**config.mk**
```make
export PLATFORM = sky130hd
export DESIGN_NAME = lv_wdg_mch_ctrl
export DESIGN_NICKNAME = d
export VERILOG_FILES = /design/src/rtl/lv_wdg_mch_ctrl.sv
export SDC_FILE = /design/constraint.sdc
export NUM_CORES = 1
export LEC_CHECK = 0
export ABC_AREA = 1
export CORE_ASPECT_RATIO = 0.9
export CORE_MARGIN = 4
export CORE_UTILIZATION = 56
export DETAILED_ROUTE_END_ITERATION = 8
export HOLD_SLACK_MARGIN = 0.06
export PLACE_DENSITY = 0.79
export REMOVE_ABC_BUFFERS = 1
export SLEW_MARGIN = 20
export SYNTH_ARGS = -nofsm -noshare
export SYNTH_HDL_FRONTEND = slang
export SYNTH_SLANG_ARGS = --single-unit
```
**constraint.sdc**
```tcl
create_clock -name i_clk -period 3.7 [get_ports i_clk]
set_input_delay 0.74 -clock i_clk [delete_from_list [all_inputs] [get_ports i_clk]]
set_output_delay 0.74 -clock i_clk [all_outputs]
set_load 0.01 [all_outputs]
```
**src/rtl/lv_wdg_mch_ctrl.sv**
```systemverilog
// Multi-channel watchdog controller. Each channel runs its own refresh/response FSM,
// and one round-robin arbiter shares a single OWT transmit request between the channels.
module lv_wdg_mch_ctrl #(
    parameter int   CH_NUM    = 4,
    parameter int   CNT_W     = 16,
    parameter int   RETRY_MAX = 2,
    localparam int  CH_W      = (CH_NUM > 1) ? $clog2(CH_NUM) : 1
) (
    input  logic              i_clk,
    input  logic              i_rst,
    input  logic [CH_NUM-1:0] i_ch_en,
    input  logic [CH_NUM-1:0] i_force_req,
    input  logic [CNT_W-1:0]  i_refresh_th,
    input  logic [CNT_W-1:0]  i_timeout_th,
    output logic              o_tx_req,
    output logic [CH_W-1:0]   o_tx_ch,
    input  logic              i_tx_ack,
    input  logic              i_rx_rsp,
    input  logic [CH_W-1:0]   i_rx_ch,
    output logic [CH_NUM-1:0] o_timeout_err,
    output logic [CH_NUM-1:0] o_fatal_err,
    output logic              o_busy
);

    typedef enum logic [1:0] {ST_IDLE, ST_PEND, ST_WAIT, ST_FATAL} ch_state_t;

    ch_state_t          state_q [CH_NUM];
    ch_state_t          state_d [CH_NUM];
    logic [CNT_W-1:0]   cnt_q   [CH_NUM];
    logic [CNT_W-1:0]   cnt_d   [CH_NUM];
    logic [2:0]         retry_q [CH_NUM];
    logic [2:0]         retry_d [CH_NUM];

    logic [CH_NUM-1:0]   force_q;
    logic [CH_NUM-1:0]   force_rise;
    logic [CH_NUM-1:0]   timeout_d;
    logic [CH_NUM-1:0]   timeout_q;
    logic [CH_NUM-1:0]   pend;
    logic [CH_NUM-1:0]   busy_d;
    logic [CH_NUM-1:0]   fatal;
    logic [2*CH_NUM-1:0] pend_rot;
    logic                busy_q;
    logic                tx_req_q;
    logic [CH_W-1:0]     tx_ch_q;
    logic [CH_W-1:0]     rr_ptr_q;
    logic                ack_fire;
    logic                grant_valid;
    logic [CH_W-1:0]     grant_ch;
    logic [CNT_W-1:0]    refresh_lim;
    logic [CNT_W-1:0]    timeout_lim;
    int                  grant_idx;

    // A threshold of 0 behaves like 1; the >= compare keeps counters from ever overflowing.
    assign refresh_lim = (i_refresh_th == '0) ? '0 : i_refresh_th - CNT_W'(1);
    assign timeout_lim = (i_timeout_th == '0) ? '0 : i_timeout_th - CNT_W'(1);

    assign force_rise = i_force_req & ~force_q;
    assign ack_fire   = tx_req_q && i_tx_ack && i_ch_en[tx_ch_q];

    // NOTE: every variable gets a default at the top of the block so no path infers a latch.
    always_comb begin
        for (int k = 0; k < CH_NUM; k++) begin
            state_d[k]   = state_q[k];
            cnt_d[k]     = cnt_q[k];
            retry_d[k]   = retry_q[k];
            timeout_d[k] = 1'b0;
            if (!i_ch_en[k]) begin
                state_d[k] = ST_IDLE;
                cnt_d[k]   = '0;
                retry_d[k] = '0;
            end else begin
                case (state_q[k])
                    ST_IDLE: begin
                        if (force_rise[k] || (cnt_q[k] >= refresh_lim)) begin
                            state_d[k] = ST_PEND;
                            cnt_d[k]   = '0;
                            retry_d[k] = '0;
                        end else begin
                            cnt_d[k] = cnt_q[k] + CNT_W'(1);
                        end
                    end
                    ST_PEND: begin
                        if (ack_fire && (tx_ch_q == CH_W'(k))) begin
                            state_d[k] = ST_WAIT;
                            cnt_d[k]   = '0;
                        end
                    end
                    ST_WAIT: begin
                        // A response arriving on the timeout cycle wins over the timeout.
                        if (i_rx_rsp && (i_rx_ch == CH_W'(k))) begin
                            state_d[k] = ST_IDLE;
                            cnt_d[k]   = '0;
                            retry_d[k] = '0;
                        end else if (cnt_q[k] >= timeout_lim) begin
                            timeout_d[k] = 1'b1;
                            cnt_d[k]     = '0;
                            if (int'(retry_q[k]) < RETRY_MAX) begin
                                retry_d[k] = retry_q[k] + 3'd1;
                                state_d[k] = ST_PEND;
                            end else begin
                                state_d[k] = ST_FATAL;
                            end
                        end else begin
                            cnt_d[k] = cnt_q[k] + CNT_W'(1);
                        end
                    end
                    default: ;
                endcase
            end
        end
    end

    always_comb begin
        pend   = '0;
        fatal  = '0;
        busy_d = '0;
        for (int k = 0; k < CH_NUM; k++) begin
            pend[k]   = i_ch_en[k] && (state_q[k] == ST_PEND);
            fatal[k]  = (state_q[k] == ST_FATAL);
            busy_d[k] = (state_d[k] == ST_PEND) || (state_d[k] == ST_WAIT);
        end
    end

    // Rotate the pending mask so bit 0 is the channel at the round-robin pointer.
    always_comb begin
        pend_rot    = {pend, pend} >> rr_ptr_q;
        grant_valid = 1'b0;
        grant_ch    = '0;
        grant_idx   = 0;
        for (int i = 0; i < CH_NUM; i++) begin
            if (!grant_valid && pend_rot[i]) begin
                grant_valid = 1'b1;
                grant_idx   = int'(rr_ptr_q) + i;
                if (grant_idx >= CH_NUM) begin
                    grant_idx = grant_idx - CH_NUM;
                end
                grant_ch = CH_W'(grant_idx);
            end
        end
    end

    // NOTE: sequential state uses non-blocking assignments so every flop samples pre-edge values.
    // NOTE: the per-channel arrays are control state, not storage, so each entry is reset.
    always_ff @(posedge i_clk) begin
        if (i_rst) begin
            for (int k = 0; k < CH_NUM; k++) begin
                state_q[k] <= ST_IDLE;
                cnt_q[k]   <= '0;
                retry_q[k] <= '0;
            end
            force_q   <= '0;
            timeout_q <= '0;
            busy_q    <= 1'b0;
        end else begin
            for (int k = 0; k < CH_NUM; k++) begin
                state_q[k] <= state_d[k];
                cnt_q[k]   <= cnt_d[k];
                retry_q[k] <= retry_d[k];
            end
            force_q   <= i_force_req;
            timeout_q <= timeout_d;
            busy_q    <= |busy_d;
        end
    end

    // An outstanding request is frozen until acked, or dropped if its channel is disabled.
    always_ff @(posedge i_clk) begin
        if (i_rst) begin
            tx_req_q <= 1'b0;
            tx_ch_q  <= '0;
            rr_ptr_q <= '0;
        end else if (tx_req_q) begin
            if (!i_ch_en[tx_ch_q]) begin
                tx_req_q <= 1'b0;
            end else if (i_tx_ack) begin
                tx_req_q <= 1'b0;
                rr_ptr_q <= (tx_ch_q == CH_W'(CH_NUM - 1)) ? '0 : tx_ch_q + CH_W'(1);
            end
        end else if (grant_valid) begin
            tx_req_q <= 1'b1;
            tx_ch_q  <= grant_ch;
        end
    end

    assign o_tx_req      = tx_req_q;
    assign o_tx_ch       = tx_ch_q;
    assign o_timeout_err = timeout_q;
    assign o_fatal_err   = fatal;
    assign o_busy        = busy_q;

endmodule

```
==> results of run 1 <==
-- worst paths after layout --
check                                startpoint             to  slack (ns)  cells after the start
worst max-delay path            i_refresh_th[8]    cnt_q[0][6]      -0.005                     17
worst min-delay path              retry_q[1][2]  retry_q[1][2]        0.47                      2
worst max register to register       o_tx_ch[0]   cnt_q[0][13]        1.10                     11
worst min register to register    retry_q[1][2]  retry_q[1][2]        0.47                      2
-- flip-flops by register name, indices dropped and copies added (netlist names) --
| register | cells |
|---|---|
| cnt_q | 64 |
| force_q | 4 |
| o_busy | 1 |
| o_timeout_err | 4 |
| o_tx_ch | 2 |
| o_tx_req | 1 |
| retry_q | 12 |
| rr_ptr_q | 2 |
| state_q | 8 |
-- logic make-up (layout without fill, tap and decap cells) --
family,count (synthesis),count (layout),synth area share (%)
and+or+nand+nor,682,682,33.72
DFF,98,98,21.06
buffers and inverters,212,448,8.796
muxes,1,1,0.1208
adders and majority gates,162,162,21.75
AOI/OAI and AO/OA,200,200,12.11
xor gates and xnor gates,26,26,2.444
-- synthesized netlist by cell type, drive strengths merged --
cell    count
nor3       35
or2        16
a31oi       3
nor2      171
a21boi      4
a21o        4
o31ai       1
and3        4
and2        3
nand3      77
mux2        1
a31o        1
nand3b      9
o21bai      6
nor3b      10
a221oi      3
nand4      20
xor2       21
o21ai      55
a21oi     105
o211ai      4
clkbuf      3
inv       204
a211oi      6
o21a        7
xnor2       5
nor4        9
buf         5
ha        162
dfxtp      98
nand2     328
a211o       1
-- power by group through the flow --
| stage | clock network [uW] | logic, uW | registers [uW] |
|---|---|---|---|
| finish | 1060 | 692 | 1090 |
| global route | 1110 | 757 | 1090 |
| CTS | 1070 | 608 | 1090 |
| detailed placement | 0 | 554 | 1110 |
| global placement | 0 | 540 | 1110 |
| floorplan | 0 | 299 | 1110 |
-- repair_timing --
| item | CTS | global route |
|---|---|---|
| endpoints found under the setup margin | 84 | 85 |
| resized for setup | 135 | 198 |
| cloned | 1 | 0 |
| buffers inserted | 32 | 24 |
| pin swaps | 55 | 105 |
-- critical path, stage by stage --
cell	delay, ns
dlymetal6s2s_1	0.16
nor2_2	0.15
nand4_1	0.20
nor4_4	0.40
inv_2	0.13
buf_6	0.16
buf_4	0.13
nand3_2	0.14
ha_1	0.28
nand2_2	0.11
nor2_1	0.07
a21oi_2	0.15
nand4_1	0.17
mux2_4	0.32
a21oi_4	0.25
clkinvlp_4	0.28
nor2_1	0.15
-- cell type report --
cell class	instances	share of cell area, %
Timing Repair inverter	1	0.05853
Sequential cell	98	15.29
Clock buffer	9	1.756
Timing Repair Buffer	227	14.80
Clock inverter	7	0.7803
Inverter	204	6.009
Tap cell	207	2.019
Multi-Input combinational cell	1071	59.29
-- routing by layer --
| metal | wire length (um) | global-route usage, % | vias up |
|---|---|---|---|
| met5 | 0 | 0 | - |
| met4 | 1340 | 12.29 | 0 |
| met1 | 12260 | 37.17 | 4773 |
| met2 | 14700 | 51.89 | 384 |
| li1 | - | - | 5016 |
| met3 | 1895 | 3.384 | 110 |
-- through the flow --
stage	area [um^2]	total power, uW	setup TNS [ns]	hold slack [ns]	std cells
final	12830	2840	-0.004761	0.4740	1824
after global routing	12830	2959	-1.668	0.4841	1824
after CTS	12020	2765	0	0.4710	1802
after detailed placement	10980	1667	-45.59	0.4592	1753
after global placement	10980	1653	-47.91	0.4588	1753
after floorplan	9266	1410	0	0.4424	1373
==> summary.txt, run 1 <==
Floorplanning
  – Die width: 144.0 um
  – Row cnt: 44
  – I/O pin cnt: just under 60
  – Core box area: 16240 um^2
  – Starting Density: 57.37%
  – DIE AREA: 18770 um^2
  – Die Y: 130.4 um

Power
  – Sw frac: 30.45%
  – Power Internal: 1975 uW
  – Comb pwr share: between 20% and 30%
  – Power per cell area: roughly 220 nW/um^2
  – Worst VDD drop: 0.0002885 V
  – Seq pwr share: 38.4%
  – Switching power of the nets: 864.7 uW
  – Clk pwr share: roughly 37%
  – Leakage: 0.006132 uW

Route
  – Residual DRC: 0
  – Antenna-violating nets left: 0
  – First-pass DRT Iterations: 5
  – Routed WL per cell: about 17 um
  – Post-Route WL: 30.20 mm
  – Via/cell ratio: approximately 5.6
  – Via count: 10.28k
  – Initial detailed-routing violation count: approximately 700

Finish
  – Layout cell share with drive strength beyond 1: 28.57%
  – Most frequent cells in the layout: nand2_1 (267), inv_1 (177), buf_4 (153)
  – P&R area growth vs syn: 37.67%
  – # fillers: ~1.0k
  – Post-layout util: 78.98%
  – Area of the multi-input gates: 7605 um^2
  – Nets: 1820
  – Antenna diode count: 0
  – Storage element area: 1962 um^2
  – Leading cell type in the layout, fill and taps excluded: nand2_1

Timing
  – Final hold violations: 0
  – Max Freq: 269.9 MHz
  – Min cycle time layout: 3.705 ns
  – Final period utilization: 100.1%
  – Clock Skew: 0.006990 ns
  – Endpoints failing setup: 1
  – Worst slew margin: 53.02%
  – Final Max Slew Viols: 0
  – Worst-margin pin slew: 0.7025 ns
  – Fin worst setup slack: -0.004761 ns

Clocking
  – Skew-Pair Late Insertion Delay: 0.36 ns
  – TritonCTS Buffers: 9
  – CTS root buffer: clkbuf_16
  – Worst-path clk slew: 0.07 ns
  – H-tree levels: 3
  – CTS tree: built
  – Clock buffer depth: 2
  – Clock sink total: 98
  – Cts hold-fix bufs: 0

GRT
  – GR Overflow Total: 0
  – Largest net degree at the start of global routing: 18
  – Initial antenna violation count: 0
  – Total track usage: roughly 30%
  – Vias in the first global route: 9693
  – First-pass GRT wire length: 45.03 mm

Synth
  – Register area share after synthesis: about a fifth
  – Post-Syn Area: a little over 9000 um^2
  – Post-synth top area cell: ha_1
  – Synth Register Bits: 98
  – Most area-consuming cells after synthesis: ha_1 (22%), dfxtp_1 (21%), nand2_1 (13%)
  – Post-synth cell types: 55
  – Synth Instances: 1381
  – Mean Syn Cell Area: 6.747 um^2
  – Yosys top cell area share: 21.75%
  – Yosys warns: 0

Placed design
  – Placer Congestion: 0.9067
  – I/O Buffers: 57
  – DP Wirelength: around 20 mm
  – Dpl ws: -0.7633 ns

Worst setup path
  – CP Capture Type: flip-flop
  – Setup CP Type: input port to flip-flop
  – Critical Path AT: 4.00 ns
  – CP required: ~4.0 ns
  – CP startpoint kind: input port
  – Max Fanout on Critical Path: 8

Status
  – Status: finished with violations
  – Failing checks: negative setup slack

Flow run
  – Number of max-cap violations: 0

Worst hold path
  – Hold crit path type: flip-flop to flip-flop
(Power assumes the default switching activity.)
==> run 2, diff against run 1 <==
- CORE_MARGIN: 4 -> 10
==> summary.txt, run 2 (synthesis results as in run 1) <==
Route
  – Post-Route WL: between 20 and 30 mm
  – Initial detailed-routing violation count: 754
  – Routed WL per cell: 15.86 um
  – Antenna-violating nets left: 0
  – Via count: a little under 10k
  – Residual DRC: 0
  – First-pass DRT Iterations: 5
  – Via/cell ratio: 5.521

Finish
  – # fillers: approximately 1.1k
  – Area of the multi-input gates: between 7000 and 8000 um^2
  – Layout cell share with drive strength beyond 1: around a quarter
  – Most flop-heavy register: cnt_q
  – Antenna diode count: 0
  – Max reg flops: 64
  – Storage element area: 1962 um^2
  – Leading cell type in the layout, fill and taps excluded: nand2_1
  – Post-route insts no fill: 1795
  – Biggest regs: cnt_q (64), retry_q (12), state_q (8)
  – P&R area growth vs syn: 32.95%
  – Most frequent cells in the layout: nand2_1 (284), inv_1 (181), ha_1 (145)
  – Nets: approximately 1.8k

Timing
  – Final hold violations: 0
  – Min cycle time layout: approximately 3.6 ns
  – Sum Neg Setup Slack: 0 ns
  – Clock Skew: 0.008081 ns
  – Max Freq: between 200 and 300 MHz
  – Final period utilization: 98.55%
  – Worst slew margin: 59.89%
  – RSZ-0062 raised after global routing: true
  – Endpoints failing setup: 0
  – Worst-margin pin slew: ~0.6 ns
  – Final Max Slew Viols: 0

GRT
  – Initial antenna violation count: 0
  – Total track usage: 22.95%
  – GR Overflow Total: 0
  – Vias in the first global route: ~9k
  – Largest net degree at the start of global routing: 19
  – First-pass GRT wire length: 41.92 mm

Floorplanning
  – Die width: 156.0 um
  – Die Y: roughly 140 um
  – I/O pin cnt: 58
  – Starting Density: between 50 and 60%
  – Core box area: 16240 um^2
  – DIE AREA: 22210 um^2
  – Row cnt: 44

Placed design
  – Post-placement cell count: between 1.5k and 2k
  – I/O Buffers: 57
  – DP Wirelength: 20.55 mm
  – Placer Congestion: approximately 0.96

Status
  – Status: finished, final reports clean

Worst setup path
  – Max Fanout on Critical Path: 7
  – Setup CP Type: input port to flip-flop
  – CP required: 3.97 ns
  – Critical Path AT: 3.92 ns
  – CP startpoint kind: input port
  – CP Capture Type: flip-flop

Power
  – Leakage: approximately 0.006 uW
  – Power per cell area: 222.3 nW/um^2
  – Worst VDD drop: about 0.00022 V

Clocking
  – CTS root buffer: clkbuf_16
  – Clock buffer depth: 2
  – CTS tree: built
  – H-tree levels: 3
  – Clock sink total: 98
  – Worst-path clk slew: 0.07 ns
  – TritonCTS Buffers: 9
  – Skew-Pair Late Insertion Delay: 0.36 ns

Flow run
  – Number of max-cap violations: 0

Worst hold path
  – Hold crit path type: flip-flop to flip-flop
-- run 2: path summary, 6_finish.rpt --
path,start,end,slack (ns),depth (start not counted)
worst min-delay path,retry_q[2][0],retry_q[2][0],0.48,2
worst max-delay path,i_timeout_th[13],cnt_q[1][11],0.05,19
worst max register to register,o_tx_ch[0],cnt_q[0][14],1.26,13
worst min register to register,retry_q[2][0],retry_q[2][0],0.48,2
-- run 2: final cells by class --
class,count,area share [%]
sequential,98,15.84
tap,207,2.091
multi-input combinational,1071,59.10
inverter,204,6.262
timing repair inverter,2,0.09090
clock buffer,9,1.818
timing repair buffer,197,14.14
clock inverter,7,0.6666
-- run 2: power by group --
group / internal [uW] / switching [uW]
clock: 539 / 468
combinational: 287 / 371
sequential: 1070 / 19.2
-- run 2: worst max-delay path, stage by stage --
cell,delay (ns)
clkdlybuf4s50_1,0.45
nor2_2,0.15
nand3_1,0.12
nor2_2,0.09
nand4_1,0.13
buf_4,0.22
o21ai_1,0.11
buf_4,0.19
ha_1,0.25
a21oi_1,0.18
o21ai_0,0.18
a21oi_1,0.24
nand3_1,0.16
nand2_1,0.09
nand2_1,0.06
inv_2,0.08
o21ai_2,0.09
buf_6,0.17
a221oi_1,0.19
-- run 2: layer usage --
layer / up-vias / GRT usage (%) / part of all wire [%]
met1: 4596 / 29.64 / 44
met4: 0 / 7.746 / 3.0
met3: 73 / 3.143 / 5.5
li1: 4943 / - / -
met2: 299 / 38.45 / 48
met5: - / 0 / 0
-- run 2: timing repair --
item,CTS,global route
gates resized for setup,65,183
pin swaps,13,69
endpoints found under the setup margin,85,85
buffers inserted,7,26
cloned,1,1
hold buffers,0,0
-- run 2: through the flow --
stage / hold slack (ns) / total power [uW] / cell area [um^2] / util [%] / setup slack [ns]
after floorplan: 0.4424 / 1410 / 9266 / - / 0.1078
after global placement: 0.4616 / 1644 / 10910 / 67.16 / -0.6265
after detailed placement: 0.4694 / 1661 / 10910 / 67.16 / -0.7918
after CTS: 0.4832 / 2677 / 11490 / 70.74 / -0.007144
after global routing: 0.4997 / 2866 / 12390 / 76.28 / -0.1307
final: 0.4841 / 2754 / 12390 / 76.28 / 0.05352
